## src/rtl/dif_cascade.sv

```systemverilog
// Multi-channel backward-difference cascade producing orders 1..ORDER per accepted sample.
// Define DIF_SAT_EN to clamp each order result to DW bits (otherwise two's-complement wrap).
module dif_cascade #(
  parameter  int DW    = 13,
  parameter  int ORDER = 3,
  parameter  int CH    = 1,
  localparam int CW    = (CH > 1) ? $clog2(CH) : 1
) (
  input  logic                clk,
  input  logic                rst_n,
  input  logic                en_dif,
  input  logic                clr_ch,
  input  logic [CW-1:0]       ch_id,
  input  logic [DW-1:0]       current_data,
  output logic [ORDER*DW-1:0] dif_data,
  output logic [CW-1:0]       dif_ch,
  output logic [ORDER-1:0]    dif_vld_mask,
  output logic [ORDER-1:0]    dif_sat,
  output logic                dif_finish
);

  localparam int IW   = DW + ORDER;
  localparam int NCH  = 1 << CW;
  localparam int CNTW = $clog2(ORDER + 1);
  localparam logic [CW:0]     CH_L    = CH[CW:0];
  localparam logic [CNTW-1:0] ORDER_C = ORDER[CNTW-1:0];

  // Storage covers the full ch_id range; slots at or above CH are never written.
  logic [DW-1:0]           hist_q [NCH][ORDER];
  logic [DW-1:0]           hist_d [NCH][ORDER];
  logic [CNTW-1:0]         cnt_q  [NCH];
  logic [CNTW-1:0]         cnt_d  [NCH];

  logic [ORDER*DW-1:0]     dif_data_q, dif_data_d;
  logic [CW-1:0]           dif_ch_q, dif_ch_d;
  logic [ORDER-1:0]        dif_vld_mask_q, dif_vld_mask_d;
  logic [ORDER-1:0]        dif_sat_q, dif_sat_d;
  logic                    dif_finish_q, dif_finish_d;

  logic                    ch_ok_s, acc_s, clr_s;
  logic signed [IW-1:0]    lvl_s [ORDER+1][ORDER+1];
  logic [DW:0]             red_s;

`ifdef DIF_SAT_EN
  // Result MSB is the clip flag; the value is clamped when bits above DW-1 disagree.
  function automatic logic [DW:0] reduce_fn(input logic signed [IW-1:0] v);
    logic ovf;
    ovf = ~((&v[IW-1:DW-1]) | (~|v[IW-1:DW-1]));
    if (ovf) begin
      reduce_fn = v[IW-1] ? {1'b1, 1'b1, {(DW-1){1'b0}}} : {1'b1, 1'b0, {(DW-1){1'b1}}};
    end else begin
      reduce_fn = {1'b0, v[DW-1:0]};
    end
  endfunction
`else
  function automatic logic [DW:0] reduce_fn(input logic [DW-1:0] v);
    reduce_fn = {1'b0, v};
  endfunction
`endif

  // Decode which request this cycle carries; a clear overrides a coincident strobe.
  always_comb begin
    ch_ok_s = ({1'b0, ch_id} < CH_L);
    clr_s   = clr_ch & ch_ok_s;
    acc_s   = en_dif & ~clr_ch & ch_ok_s;
  end

  // Cascade of first differences at DW+ORDER bits; level k, index 0 is the order-k result.
  always_comb begin
    for (int k = 0; k <= ORDER; k++) begin
      for (int i = 0; i <= ORDER; i++) begin
        lvl_s[k][i] = '0;
      end
    end
    lvl_s[0][0] = {{ORDER{current_data[DW-1]}}, current_data};
    for (int i = 1; i <= ORDER; i++) begin
      lvl_s[0][i] = {{ORDER{hist_q[ch_id][i-1][DW-1]}}, hist_q[ch_id][i-1]};
    end
    for (int k = 1; k <= ORDER; k++) begin
      for (int i = 0; i <= ORDER - k; i++) begin
        lvl_s[k][i] = lvl_s[k-1][i] - lvl_s[k-1][i+1];
      end
    end
  end

  // Output next-state: outputs hold unless a sample is accepted.
  always_comb begin
    dif_data_d     = dif_data_q;
    dif_ch_d       = dif_ch_q;
    dif_vld_mask_d = dif_vld_mask_q;
    dif_sat_d      = dif_sat_q;
    dif_finish_d   = 1'b0;
    red_s          = '0;
    if (acc_s) begin
      for (int k = 0; k < ORDER; k++) begin
`ifdef DIF_SAT_EN
        red_s = reduce_fn(lvl_s[k+1][0]);
`else
        red_s = reduce_fn(lvl_s[k+1][0][DW-1:0]);
`endif
        dif_data_d[k*DW +: DW] = red_s[DW-1:0];
        dif_sat_d[k]           = red_s[DW];
        dif_vld_mask_d[k]      = (int'(cnt_q[ch_id]) >= (k + 1));
      end
      dif_ch_d     = ch_id;
      dif_finish_d = 1'b1;
    end else begin
      dif_finish_d = 1'b0;
    end
  end

  // History and warm-up count next-state for the addressed channel only.
  always_comb begin
    hist_d = hist_q;
    cnt_d  = cnt_q;
    if (clr_s) begin
      for (int j = 0; j < ORDER; j++) begin
        hist_d[ch_id][j] = '0;
      end
      cnt_d[ch_id] = '0;
    end else if (acc_s) begin
      hist_d[ch_id][0] = current_data;
      for (int j = 1; j < ORDER; j++) begin
        hist_d[ch_id][j] = hist_q[ch_id][j-1];
      end
      if (cnt_q[ch_id] != ORDER_C) begin
        cnt_d[ch_id] = cnt_q[ch_id] + 1'b1;
      end else begin
        cnt_d[ch_id] = cnt_q[ch_id];
      end
    end else begin
      cnt_d = cnt_q;
    end
  end

  // State and output registers.
  always_ff @(posedge clk or negedge rst_n) begin
    if (!rst_n) begin
      for (int c = 0; c < NCH; c++) begin
        for (int j = 0; j < ORDER; j++) begin
          hist_q[c][j] <= '0;
        end
        cnt_q[c] <= '0;
      end
      dif_data_q     <= '0;
      dif_ch_q       <= '0;
      dif_vld_mask_q <= '0;
      dif_sat_q      <= '0;
      dif_finish_q   <= 1'b0;
    end else begin
      hist_q         <= hist_d;
      cnt_q          <= cnt_d;
      dif_data_q     <= dif_data_d;
      dif_ch_q       <= dif_ch_d;
      dif_vld_mask_q <= dif_vld_mask_d;
      dif_sat_q      <= dif_sat_d;
      dif_finish_q   <= dif_finish_d;
    end
  end

  assign dif_data     = dif_data_q;
  assign dif_ch       = dif_ch_q;
  assign dif_vld_mask = dif_vld_mask_q;
  assign dif_sat      = dif_sat_q;
  assign dif_finish   = dif_finish_q;

endmodule

```

## config.mk

```make
export PLATFORM = sky130hd
export DESIGN_NAME = dif_cascade
export DESIGN_NICKNAME = d
export VERILOG_FILES = /design/src/rtl/dif_cascade.sv
export SDC_FILE = /design/constraint.sdc
export NUM_CORES = 1
export LEC_CHECK = 0
export ABC_AREA = 1
export CAP_MARGIN = 20
export CORE_MARGIN = 2
export CORE_UTILIZATION = 60
export CTS_CLUSTER_DIAMETER = 30
export DETAILED_ROUTE_END_ITERATION = 6
export PLACE_DENSITY = 0.81
export SKIP_LAST_GASP = 1
export SYNTH_ARGS = -nofsm -noshare
export SYNTH_HDL_FRONTEND = slang
export SYNTH_SLANG_ARGS = --single-unit
export TNS_END_PERCENT = 30
```

## constraint.sdc

```tcl
create_clock -name clk -period 7.02 [get_ports clk]
set_clock_uncertainty 0.05 [all_clocks]
set_input_delay 1.404 -clock clk [delete_from_list [all_inputs] [get_ports clk]]
set_output_delay 1.404 -clock clk [all_outputs]
set_load 0.01 [all_outputs]
```

* Word level (Yosys, flattened, before mapping)
Cells that the tools add are included.
Storage, ports and cells: output and inout bits 47, register bits after elaboration 126, input bits 18, logic and storage cells 66
Operators by class: eq/ne operators 1, add/subtract/negate cells 7, reductions and logical operators 2, bitwise logic cells 13, muxes and demuxes 25, order comparisons 6
Operator list (count):
- $and 78x78->78 | 3
- $bwmux 78 | 3
- $not 78->78 | 3
- $mux 39 | 4
- $mux 78 | 2
- $demux 39 s1 | 3
- $sub 13x13->13 | 6
- $mux 26 | 1
- $mux 13 | 1
- $mux 4 | 3
- $bwmux 4 | 2
- $mux 2 | 4
- $ge 2x2->1 const B | 3
- $and 4x4->4 | 1
- $not 4->4 | 1
- $and 1x1->1 | 3
- $add 2x1->2 const B | 1
- $demux 2 s1 | 1
- $ge 2x1->1 const B | 1
- $lt 2x1->1 const B | 1
- $ne 2x2->1 const B | 1
- $not 1->2 | 1
- $reduce_bool 2->1 | 1
- $logic_and 1x1->1 | 1
- 3 further kinds | 3

* Logic depth before layout (Yosys ltp)
Gate-level depths: netlist of the first run.
depth in word-level cells 10, depth in mapped cells 40, depth with buffers taken out 37

* Worst setup path after synthesis of the first run
OpenSTA, ideal clock, no wires.
path type input to register, start point input ch_id, end point register dif_data_q[38] (netlist: dif_data[38]), data required time 6853 ps, buffers on the path 4, stages 37, setup time 117 ps, path slack 26 ps, data arrival time 6826 ps, cell sequence buf_2 buf_2 clkbuf_1 clkbuf_1 nand2_1 nand2_1 ha_1 inv_1 fa_1 nand3_1 nand2_2 nand2_2 nand2_2 nand2_1 nand2_1 xor2_1 ha_1 inv_1 o21ai_0 a31oi_1 nand3_1 nand2_1 nand2_2 fa_1 fa_1 inv_1 ha_1 nand2_1 nor2_1 nand2_1 o211ai_1 a31oi_1 inv_1 nand3_2 nand3_1 nand3_1 nand2_1
On the way: word-level cells in the longest chain between the ends 7, elaborated cells between the ends (all ways) 12, those cells by class add/sub: 6; order compare: 1; mux: 3; bitwise: 2
RTL lines:
- start, declared | line 13 | input logic [CW-1:0] ch_id,
- $not 1->2 (implied by the code) | line 77 | lvl_s[0][i] = {{ORDER{hist_q[ch_id][i-1][DW-1]}}, hist_q[ch_id][i-1]};
- $mux 39 (implied by the code) (3 in series) | line 77
- $sub 13x13->13 (3 in series) | line 81 | lvl_s[k][i] = lvl_s[k-1][i] - lvl_s[k-1][i+1];
- end signal, assigned | line 153 | dif_data_q <= dif_data_d;
- end, declared | line 34 | logic [ORDER*DW-1:0] dif_data_q, dif_data_d;
Several ways; a longest one is shown, not always the timed one. The select of a mux whose other input is x is not followed. A chain may end at the register's enable or synchronous reset.

==> summary.txt, run 1 <==
Timing
  – # setup viols final: 0
  – Tmin final: 6.728 ns
  – Final Hold Vio Count: 0
  – Final hold slack: 0.3242 ns
  – Fmax: 0.1486 GHz
  – Final Max Slew Viols: 0
  – Final period utilization: 95.84%
  – PnR worst setup slack: just under 0.3 ns
  – Tightest Pin Transition: about 1.1 ns
  – Max_slew headroom: approximately 27%

Critical path
  – Crit-path slowest cell: fa_1
  – WP data required: 7.29 ns
  – Crit path kind: in -> reg
  – Reg-to-Reg Start: hist_q[65]$_DFFE_PN0P_
  – Setup crit end: dif_data[38]$_DFFE_PN0P_
  – Most used cell, CP: nand2_1
  – RR Endpoint: dif_data[38]$_DFFE_PN0P_
  – Reg2Reg Depth: 34
  – Cell count along the critical path: 35
  – Crit path DAT: 7.00 ns
  – Critical path launch point type: input pin
  – Critical path origin: ch_id
  – CP delay by family, top: adder cells
  – R2R Setup Slk: 1.15 ns
  – Buf/Inv on CP: 8
  – CP Capture Type: register
  – Worst-path maximum fanout: 6
  – CP peak stage delay: around 0.54 ns

Clock network
  – CTS tree: built
  – Root Buffer: clkbuf_16
  – Clock sink count: 126
  – CTS H-tree depth: 4
  – Worst skew pair latency: around 0.43 ns
  – Num CTS Buffers: 17
  – Clk buf depth: 2
  – CTS Hold Bufs: 0
  – Clock-pin slew on the worst setup and hold paths: ~0.060 ns

Placed design
  – Hpwl dp: 13700 um
  – Number of I/O port buffers: approximately 60
  – Inst Count DP: 1218
  – GPL Wtd Cong: 0.9149
  – DP Worst Slack: -0.01409 ns

Routing
  – Pre-antenna DRT Iters: 5
  – Max Used Layer: met4
  – Routed WL: ~19000 um
  – Residual DRC count: 0
  – Starting DRT DRC Count: 451
  – Routed length on met2: ~8600 um
  – Via/cell ratio: 5.293
  – Met1 Wirelength: just under 9000 um
  – Met3 wire len: 1005 um
  – Routed len/inst: 14.90 um
  – Via count of the routed design: 6621
  – Detail Route Antenna Nets: 0

Cells and area
  – Share of post-route cells with drive strength above 1: 12.37%
  – Layout Cells excl Fill: ~1300
  – Layout overhead on the synthesized area: 16.11%
  – Fill cell count: 967
  – N_diodes: 0
  – Final net count: 1154

Yosys
  – Synth area leader: dfrtp_1
  – Synth cell types: 50
  – Mean Syn Cell Area: roughly 8.0 um2
  – Number of flops mapped to enable cells by yosys: 0
  – Dominant register cell in the synthesized netlist: dfrtp_1
  – Cell Area, Synth: 8282 um2
  – Largest cells by area after synthesis: dfrtp_1, nand2_1, ha_1
  – Top-area cell type share of the netlist area: 38.07%
  – Synth Warn #: 0
  – Ys async rst share: 100.0%
  – Post-synthesis cell count: 1029
  – Flip-flop and latch count after synthesis: 126
  – Sequential area share after synthesis: 38.07%

Power and ir drop
  – Pwr per Cell Area: 454.2 nW/um2
  – Leakage: just over 5 nW
  – Peak VDD IR: between 0.2 and 0.25 mV
  – Total power: 4.368 mW

GRT
  – Initial antenna violation count: 0
  – Remaining global-route overflow: 0
  – GRT Total Usage: 27.25%
  – Pin count of the biggest net entering global routing: 87
  – Vias in the first global route: around 6500
  – First-pass GRT wire length: 30770 um

Floorplan
  – Core ar.: roughly 13000 um2
  – Die H: 121.5 um
  – Starting Density: between 60% and 70%
  – Row Count: 42
  – Die width: 121.5 um
  – DIE AREA: 14760 um2
  – I/O pin count: 65

Hold path
  – Worst Hold Launch: hist_q[8]$_DFFE_PN0P_
  – HP Class: reg -> reg

Status
  – Status: completed

Flow run
  – Max_cap viols: 0
==> what timing repair did <==
action	4_1_cts	5_1_grt
buffers inserted	0	0
resized for setup	0	5
setup endpoints to repair	0	1
==> registers in the layout, indices dropped and copies added (netlist names) <==
register	cells
dif_ch	1
dif_vld_mask	3
dif_finish	1
dif_data	39
cnt_q	4
hist_q	78
==> cell type report <==
class	instances	area, um2	share of cell area [%]
multi-input cells	662	4220	43.89
flip-flops and latches	126	3153	32.79
clock buffers	17	425.4	4.424
well taps	176	220.2	2.290
inverters	173	649.4	6.753
repair buffers	82	788.3	8.198
clock inverters	15	158.9	1.653
==> routing by layer <==
metal	track usage, %	vias to the layer above
li1	-	3287
met1	36.76	3136
met2	42.73	168
met3	6.391	30
met4	10.70	0
met5	0	-
==> how the worst min path moves through the flow <==
stage	end	cells past startpoint
2_1_floorplan	hist_q[10]$_DFFE_PN0P_	1
6_report	hist_q[8]$_DFFE_PN0P_	0
4_1_cts	hist_q[7]$_DFFE_PN0P_	0
3_5_place_dp	hist_q[7]$_DFFE_PN0P_	0
5_1_grt	hist_q[4]$_DFFE_PN0P_	0
3_3_place_gp	hist_q[4]$_DFFE_PN0P_	0
==> Yosys cell counts, drive strengths merged (13+ instances only) <==
| master | n |
|---|---|
| xnor2 | 13 |
| inv | 173 |
| xor2 | 26 |
| a21oi | 58 |
| dfrtp | 126 |
| o32ai | 20 |
| o21ai | 53 |
| ha | 53 |
| clkbuf | 60 |
| nor2 | 47 |
| fa | 21 |
| nand2 | 282 |
| nand3 | 40 |
==> where the power goes <==
part           total (mW)  leakage [nW]  switching, mW  internal (mW)
clock               0.875         0.281          0.350          0.526
combinational        2.61          3.15           1.48           1.12
sequential          0.887          1.68         0.0521          0.835
==> stage by stage <==
stage / instance area, um2 / TNS, ns / utilization (%)
5_1_grt: 9615 / -0.007601 / 72.04
4_1_cts: 9570 / 0 / 71.70
6_report: 9615 / 0 / 72.04
3_5_place_dp: 8986 / -0.01409 / 67.32
2_1_floorplan: 8289 / 0 / -
3_3_place_gp: 8986 / 0 / 67.32
==> logic make-up after synthesis <==
kind of cell | count (synthesis) | synth area share, %
adders and majority gates | 74 | 13.08
DFF | 126 | 38.07
buffers and inverters | 243 | 11.21
muxes | 3 | 0.3626
other | 1 | 0.04528
and+or+nand+nor | 384 | 20.96
AOI/OAI and AO/OA | 159 | 12.06
xor gates and xnor gates | 39 | 4.215
==> worst register-to-register path: cells and delay by family (launching register included) <==
family	cells	cell delay [ns]
adder cells (fa/ha/maj)	6	2.34
AO/OA/AOI/OAI	5	0.78
AND/OR/NAND/NOR	17	1.57
flip-flops	1	0.36
XOR/XNOR	1	0.23
buffers and inverters	5	0.42
==> cell usage in the layout, fill, tap and decap left out, drive strengths merged, types with 4 or more instances in the layout <==
| cell | netlist | routed |
|---|---|---|
| nand4 | 8 | 8 |
| nand3 | 40 | 40 |
| dfrtp | 126 | 126 |
| o32ai | 20 | 20 |
| a21o | 5 | 5 |
| clkinv | 0 | 5 |
| ha | 53 | 53 |
| xnor2 | 13 | 13 |
| buf | 10 | 23 |
| a21oi | 58 | 58 |
| o22ai | 4 | 4 |
| a32o | 4 | 4 |
| inv | 173 | 178 |
| a31oi | 4 | 4 |
| o21ai | 53 | 53 |
| clkdlybuf4s50 | 0 | 59 |
| nand2 | 282 | 282 |
| fa | 21 | 21 |
| nor2 | 47 | 47 |
| xor2 | 26 | 26 |
| clkbuf | 60 | 17 |
No activity file was read; power rests on OpenSTA's default activity.
==> run 2: changes to the inputs <==
--- a/config.mk
+++ b/config.mk
@@ -6,12 +6,13 @@
 export NUM_CORES = 1
 export LEC_CHECK = 0
 export ABC_AREA = 1
-export CAP_MARGIN = 20
+export CAP_MARGIN = 30
 export CORE_MARGIN = 2
 export CORE_UTILIZATION = 60
 export CTS_CLUSTER_DIAMETER = 30
 export DETAILED_ROUTE_END_ITERATION = 6
-export PLACE_DENSITY = 0.81
+export PLACE_DENSITY = 0.8
+export REMOVE_ABC_BUFFERS = 1
 export SKIP_LAST_GASP = 1
 export SYNTH_ARGS = -nofsm -noshare
 export SYNTH_HDL_FRONTEND = slang
==> run 2 against run 1 <==
  * Combinational power about the same
  * Register-to-register slack better by 0.04 ns
  * Worst setup slack improved by 0.037 ns
  * Worst hold slack is essentially flat
  * Global-route usage barely moved
  * Sequential share of layout area fell by 0.060 points
  * First-iteration DRC count is 8.0% higher
  * Final area increased by 0.18%
  * Maximum frequency increased by 0.55%
  * Critical path type unchanged
==> summary.txt, run 2 (same netlist as run 1, synthesis figures left out) <==
Critical path
  – Reg2Reg Depth: 34 (unchanged)
  – Critical path launch point type: input pin (unchanged)
  – CP peak stage delay: 0.55 ns (was 0.54 ns)
  – Crit path DAT: 6.96 ns (was 7.00 ns)
  – Worst-path maximum fanout: 19 (was 6)
  – WP data required: 7.28 ns (was 7.29 ns)
  – Crit path kind: in -> reg (unchanged)
  – CP Capture Type: register (unchanged)
  – Most used cell, CP: nand2_1 (unchanged)
  – Crit-path slowest cell: fa_1 (unchanged)

Hold path
  – Hold Path Stages: 0 (unchanged)
  – HP Class: reg -> reg (unchanged)

Timing
  – Final period utilization: 95.31% (was 95.84%)
  – # setup viols final: 0 (unchanged)
  – Tmin final: 6.691 ns (was 6.728 ns)
  – Total negative slack: 0 ns (unchanged)
  – Final hold slack: 0.3242 ns (about the same)
  – Fmax: 0.1495 GHz (was 0.1486 GHz)
  – Tightest Pin Transition: 0.8985 ns (was 1.098 ns)
  – Max_slew headroom: 39.95% (was 26.82%)
  – Final Max Slew Viols: 0 (unchanged)
  – Final Hold Vio Count: 0 (unchanged)

Floorplan
  – Starting Density: 62.05% (unchanged)
  – DIE AREA: 14760 um2 (unchanged)
  – I/O pin count: 65 (unchanged)
  – Row Count: 42 (unchanged)
  – Die H: 121.5 um (unchanged)
  – Die width: 121.5 um (unchanged)
  – Core ar.: 13350 um2 (unchanged)

Routing
  – Residual DRC count: 0 (unchanged)
  – Starting DRT DRC Count: 487 (was 451)
  – Routed len/inst: 15.28 um (was 14.90 um)
  – Via count of the routed design: 6661 (was 6621)
  – Detail Route Antenna Nets: 0 (unchanged)
  – Routed WL: 19040 um (was 18640 um)
  – Via/cell ratio: 5.346 (was 5.293)
  – Pre-antenna DRT Iters: 5 (unchanged)

Clock network
  – Root Buffer: clkbuf_16 (unchanged)
  – Clk buf depth: 2 (unchanged)
  – CTS tree: built (unchanged)
  – Setup bufs post-CTS: 0 (unchanged)
  – Clock sink count: 126 (unchanged)
  – Num CTS Buffers: 17 (unchanged)
  – CTS H-tree depth: 4 (unchanged)
  – Clock-pin slew on the worst setup and hold paths: 0.05 ns (was 0.06 ns)
  – Worst skew pair latency: 0.43 ns (about the same)

Cells and area
  – Final net count: 1149 (was 1154)
  – Max FFs per register: 78 (unchanged)
  – Largest register by flop count: hist_q (unchanged)
  – Commonest non-fill, non-tap cell in the layout: nand2_1 (unchanged)
  – Share of post-route cells with drive strength above 1: 12.06% (was 12.37%)
  – Final design utilization: 72.17% (was 72.04%)
  – Layout overhead on the synthesized area: 16.32% (was 16.11%)
  – N_diodes: 0 (unchanged)
  – Most frequent cells in the layout: nand2_1, inv_1, dfrtp_1, clkdlybuf4s50_1, ha_1 (unchanged)

GRT
  – Pin count of the biggest net entering global routing: 74 (was 87)
  – GRT Total Usage: 27.30% (was 27.25%)
  – Initial antenna violation count: 0 (unchanged)
  – Remaining global-route overflow: 0 (unchanged)
  – First-pass GRT wire length: 30990 um (was 30770 um)
  – Vias in the first global route: 6518 (was 6487)

Placed design
  – Number of I/O port buffers: 61 (unchanged)
  – GPL Wtd Cong: 0.8609 (was 0.9149)
  – Hpwl dp: 13760 um (was 13700 um)

Status
  – Status: completed (unchanged)

Power and ir drop
  – Pwr per Cell Area: 451.8 nW/um2 (was 454.2 nW/um2)
  – Leakage: 5.111 nW (was 5.107 nW)
  – Peak VDD IR: 0.2732 mV (was 0.2498 mV)

Flow run
  – Max_cap viols: 0 (unchanged)
run 2: area by class of cell:
cell class / instances / area (um2)
flip-flops and latches: 126 / 3153
inverters: 173 / 649.4
clock buffers: 19 / 452.9
clock inverters: 13 / 138.9
fillers: 1010 / 3715
multi-input cells: 662 / 4227
repair buffers: 77 / 792.0
well taps: 176 / 220.2
run 2: path summary, 6_finish.rpt:
| check | startpoint | end | slack [ns] |
|---|---|---|---|
| hold / removal | cnt_q[1]$_DFFE_PN0P_ | cnt_q[1]$_DFFE_PN0P_ | 0.32 |
| hold reg to reg | cnt_q[1]$_DFFE_PN0P_ | cnt_q[1]$_DFFE_PN0P_ | 0.32 |
| setup / recovery | ch_id | dif_data[38]$_DFFE_PN0P_ | 0.33 |
| max in group asynchronous | rst_n | hist_q[35]$_DFFE_PN0P_ | 4.63 |
| min in group asynchronous | rst_n | hist_q[56]$_DFFE_PN0P_ | 0.96 |
| setup reg to reg | hist_q[65]$_DFFE_PN0P_ | dif_data[38]$_DFFE_PN0P_ | 1.19 |
run 2: critical path, delay by kind of cell:
| family | cells | cell delay (ns) |
|---|---|---|
| XOR/XNOR | 1 | 0.19 |
| AO/OA/AOI/OAI | 5 | 0.85 |
| AND/OR/NAND/NOR | 17 | 1.61 |
| buffers and inverters | 6 | 0.80 |
| adder cells (fa/ha/maj) | 5 | 2.09 |
run 2: timing repair:
item,CTS,global route
endpoints found under the hold margin,0,0
resized for setup,0,6
setup endpoints to repair,0,1
hold buffers,0,0
run 2: where the power goes:
group | switching (mW) | internal (mW)
Clock | 0.335 | 0.541
Sequential | 0.0503 | 0.835
Combinational | 1.48 | 1.11
run 2: stage by stage:
| stage | setup WS (ns) | std cells | total power, mW | area (um2) |
|---|---|---|---|---|
| final | 0.3289 | 1246 | 4.352 | 9633 |
| after global routing | -0.06487 | 1246 | 4.783 | 9633 |
| after CTS | 0.3725 | 1244 | 4.329 | 9558 |
| after detailed placement | -0.01472 | 1212 | 3.411 | 8966 |
| after global placement | 0.2103 | 1211 | 3.334 | 8946 |
| after floorplan | 0.7210 | 961 | 2.802 | 8010 |
run 2: routing by layer:
metal  wire length (um)  track usage [%]  vias to the layer above
li1                   -                -                     3281
met1               8606            38.12                     3147
met2               8885            42.38                      188
met3                998            5.263                       45
met4                552            10.34                        0
met5                  0                0                        -
==> run 3: changes to the inputs <==
--- a/config.mk
+++ b/config.mk
@@ -8,12 +8,14 @@
 export ABC_AREA = 1
 export CAP_MARGIN = 30
 export CORE_MARGIN = 2
-export CORE_UTILIZATION = 60
+export CORE_UTILIZATION = 65
 export CTS_CLUSTER_DIAMETER = 30
 export DETAILED_ROUTE_END_ITERATION = 6
-export PLACE_DENSITY = 0.8
+export DONT_BUFFER_PORTS = 1
+export PLACE_DENSITY = 0.87
 export REMOVE_ABC_BUFFERS = 1
 export SKIP_LAST_GASP = 1
+export SLEW_MARGIN = 10
 export SYNTH_ARGS = -nofsm -noshare
 export SYNTH_HDL_FRONTEND = slang
 export SYNTH_SLANG_ARGS = --single-unit
==> run 3 against run 2 <==
  * Cell count decreased by 6.3%
  * Routed wire length fell by 5.1%
  * Utilization shrank 1.2 points
  * Total power fell by 4.2%
  * Sequential power grew 6.6%
  * Register-to-register slack got worse by 0.06 ns
  * Worst setup slack improved by 0.27 ns
  * Final area fell by 7.8%
  * First-iteration DRC count grew 7.8%
  * Non-clock buffer count shrank 73
  * Combinational power fell by 9.3%
  * Die area shrank 7.4%
==> summary.txt, run 3 (same netlist as run 1, synthesis figures left out) <==
Timing
  – Final Hold Vio Count: 0 (unchanged)
  – Tmin final: 6.419 ns (was 6.691 ns)
  – Max_slew headroom: 42.31% (was 39.95%)
  – PnR worst setup slack: 0.6005 ns (was 0.3289 ns)
  – Total negative slack: 0 ns (unchanged)
  – RSZ-0062 raised after global routing: no
  – Fmax: 0.1558 GHz (was 0.1495 GHz)
  – Final period utilization: 91.45% (was 95.31%)
  – # setup viols final: 0 (unchanged)
  – Tightest Pin Transition: 0.8632 ns (was 0.8985 ns)
  – Final Max Slew Viols: 0 (unchanged)

Power and ir drop
  – Clock power share: 21.1% (was 20.1%)
  – Pint: 2.319 mW (was 2.489 mW)
  – Switching part of the total: 44.36% (was 42.80%)
  – Leakage: 4.806 nW (was 5.111 nW)
  – Pwr per Cell Area: 469.2 nW/um2 (was 451.8 nW/um2)
  – Comb power frac: 56.3% (was 59.5%)
  – Flop pwr share: 22.6% (was 20.3%)
  – Peak VDD IR: 0.2110 mV (was 0.2732 mV)
  – Net Sw Power: 1.850 mW (was 1.863 mW)

Clock network
  – Clk buf depth: 2 (unchanged)
  – CTS tree: built (unchanged)
  – Root Buffer: clkbuf_16 (unchanged)
  – Clock-pin slew on the worst setup and hold paths: 0.05 ns (about the same)
  – Worst skew pair latency: 0.43 ns (about the same)
  – CTS H-tree depth: 4 (unchanged)
  – Clock sink count: 126 (unchanged)
  – Setup bufs post-CTS: 0 (unchanged)
  – CTS Hold Bufs: 0 (unchanged)
  – Num CTS Buffers: 17 (unchanged)

Floorplan
  – I/O pin count: 65 (unchanged)
  – Die H: 116.9 um (was 121.5 um)
  – DIE AREA: 13660 um2 (was 14760 um2)
  – Row Count: 41 (was 42)
  – Die width: 116.9 um (was 121.5 um)
  – Starting Density: 66.16% (was 62.05%)
  – Core ar.: 12520 um2 (was 13350 um2)

Routing
  – Pre-antenna DRT Iters: 4 (was 5)
  – Via/cell ratio: 5.366 (was 5.346)
  – Starting DRT DRC Count: 525 (was 487)
  – Detail Route Antenna Nets: 0 (unchanged)
  – Residual DRC count: 0 (unchanged)
  – Via count of the routed design: 6268 (was 6661)
  – Routed len/inst: 15.48 um (was 15.28 um)
  – Routed WL: 18080 um (was 19040 um)

Cells and area
  – Max FFs per register: 78 (unchanged)
  – Share of post-route cells with drive strength above 1: 11.45% (was 12.06%)
  – Most frequent cells in the layout: nand2_1, inv_1, dfrtp_1, ha_1, a21oi_1 (was nand2_1, inv_1, dfrtp_1, clkdlybuf4s50_1, ha_1)
  – N_diodes: 0 (unchanged)
  – Largest register by flop count: hist_q (unchanged)
  – Layout overhead on the synthesized area: 7.297% (was 16.32%)
  – Fill cell count: 949 (was 1010)
  – Final net count: 1076 (was 1149)
  – Commonest non-fill, non-tap cell in the layout: nand2_1 (unchanged)

Placed design
  – DP Worst Slack: 0.1581 ns (was -0.01472 ns)
  – Number of I/O port buffers: 0 (was 61)
  – Hpwl dp: 13010 um (was 13760 um)
  – GPL Wtd Cong: 0.8733 (was 0.8609)

Critical path
  – CP peak stage delay: 0.57 ns (was 0.55 ns)
  – Crit path DAT: 6.69 ns (was 6.96 ns)
  – Crit-path slowest cell: fa_1 (unchanged)
  – Most used cell, CP: nand2_1 (unchanged)
  – Critical path launch point type: input pin (unchanged)
  – Crit path kind: in -> reg (unchanged)
  – CP Capture Type: register (unchanged)
  – WP data required: 7.29 ns (was 7.28 ns)
  – Worst-path maximum fanout: 89 (was 19)

GRT
  – GRT Total Usage: 28.53% (was 27.30%)
  – Remaining global-route overflow: 0 (unchanged)
  – Met3 Track Usage GR: 7.570% (was 5.263%)
  – Vias in the first global route: 6178 (was 6518)
  – Grt met1 use: 37.97% (was 38.12%)
  – Grt met2 use: 45.36% (was 42.38%)
  – Initial antenna violation count: 0 (unchanged)
  – Gr busiest metal: met2 (unchanged)
  – First-pass GRT wire length: 29760 um (was 30990 um)
  – Pin count of the biggest net entering global routing: 127 (was 74)

Status
  – Status: completed (unchanged)

Hold path
  – HP Class: reg -> reg (unchanged)

Flow run
  – Max_cap viols: 0 (unchanged)
==> run 3: cell count changes in the layout (fill, tap and decap cells not counted) <==
cell             delta
buf_12              -2
buf_6               -1
a21oi_1             +1
clkdlybuf4s50_1    -59
xor2_2              +1
xor2_1              -1
clkbuf_16           -1
buf_4               -9
clkinv_2            -1
clkbuf_4            -1
inv_6               +1
a21oi_2             -1
clkinvlp_4          -1
==> run 3: per-stage QoR <==
step	std cells	total power, mW	cell area, um2	util, %	hold slack [ns]
after floorplan	961	2.802	8010	-	0.2988
after global placement	1136	3.127	8250	65.91	0.3098
after detailed placement	1136	3.211	8250	65.91	0.3135
after CTS	1167	4.125	8838	70.61	0.3265
after global routing	1168	4.545	8886	70.99	0.3381
final	1168	4.169	8886	70.99	0.3243
==> run 3: final cells by class <==
class | instances | area [um2] | share of cell area (%)
Inverter | 173 | 649.4 | 7.308
Sequential cell | 126 | 3153 | 35.48
Clock inverter | 12 | 135.1 | 1.521
Tap cell | 172 | 215.2 | 2.422
Timing Repair Buffer | 4 | 50.05 | 0.5632
Clock buffer | 19 | 452.9 | 5.097
Multi-Input combinational cell | 662 | 4230 | 47.61
==> run 3: timing repair <==
action,in CTS,in global routing
endpoints found under the hold margin,0,0
setup endpoints to repair,0,1
resized for setup,0,4
==> run 3: per-layer routing <==
metal | vias to the layer above | wire length (um)
met2 | 178 | 8447
met3 | 31 | 1157
met5 | - | 0
li1 | 3127 | -
met4 | 0 | 415
met1 | 2932 | 8060
==> run 3: worst paths after layout <==
kind                                        start                       end  slack, ns  cells past startpoint
min reg2reg                 hist_q[8]$_DFFE_PN0P_     hist_q[8]$_DFFE_PN0P_       0.32                      0
min                         hist_q[8]$_DFFE_PN0P_     hist_q[8]$_DFFE_PN0P_       0.32                      0
max reg2reg                hist_q[65]$_DFFE_PN0P_  dif_data[38]$_DFFE_PN0P_       1.13                     34
max                                         ch_id  dif_data[38]$_DFFE_PN0P_       0.60                     34
min in group asynchronous                   rst_n    hist_q[53]$_DFFE_PN0P_       0.61                      0
max in group asynchronous                   rst_n  dif_data[22]$_DFFE_PN0P_       6.16                      0
==> run 3: worst max-delay path, delay by kind of cell <==
kind,cells,cell delay (ns)
AOI/OAI and AO/OA,4,0.64
buffers and inverters,5,0.41
xor gates and xnor gates,1,0.25
and+or+nand+nor,18,1.58
adders and majority gates,6,2.36
==> run 3: power groups by stage <==
stage,combinational (mW),sequential [mW],clock (mW)
final,2.35,0.943,0.881
after CTS,2.29,0.946,0.886
after floorplan,1.86,0.938,0
after detailed placement,2.25,0.957,0
after global routing,2.66,0.960,0.920
after global placement,2.17,0.953,0
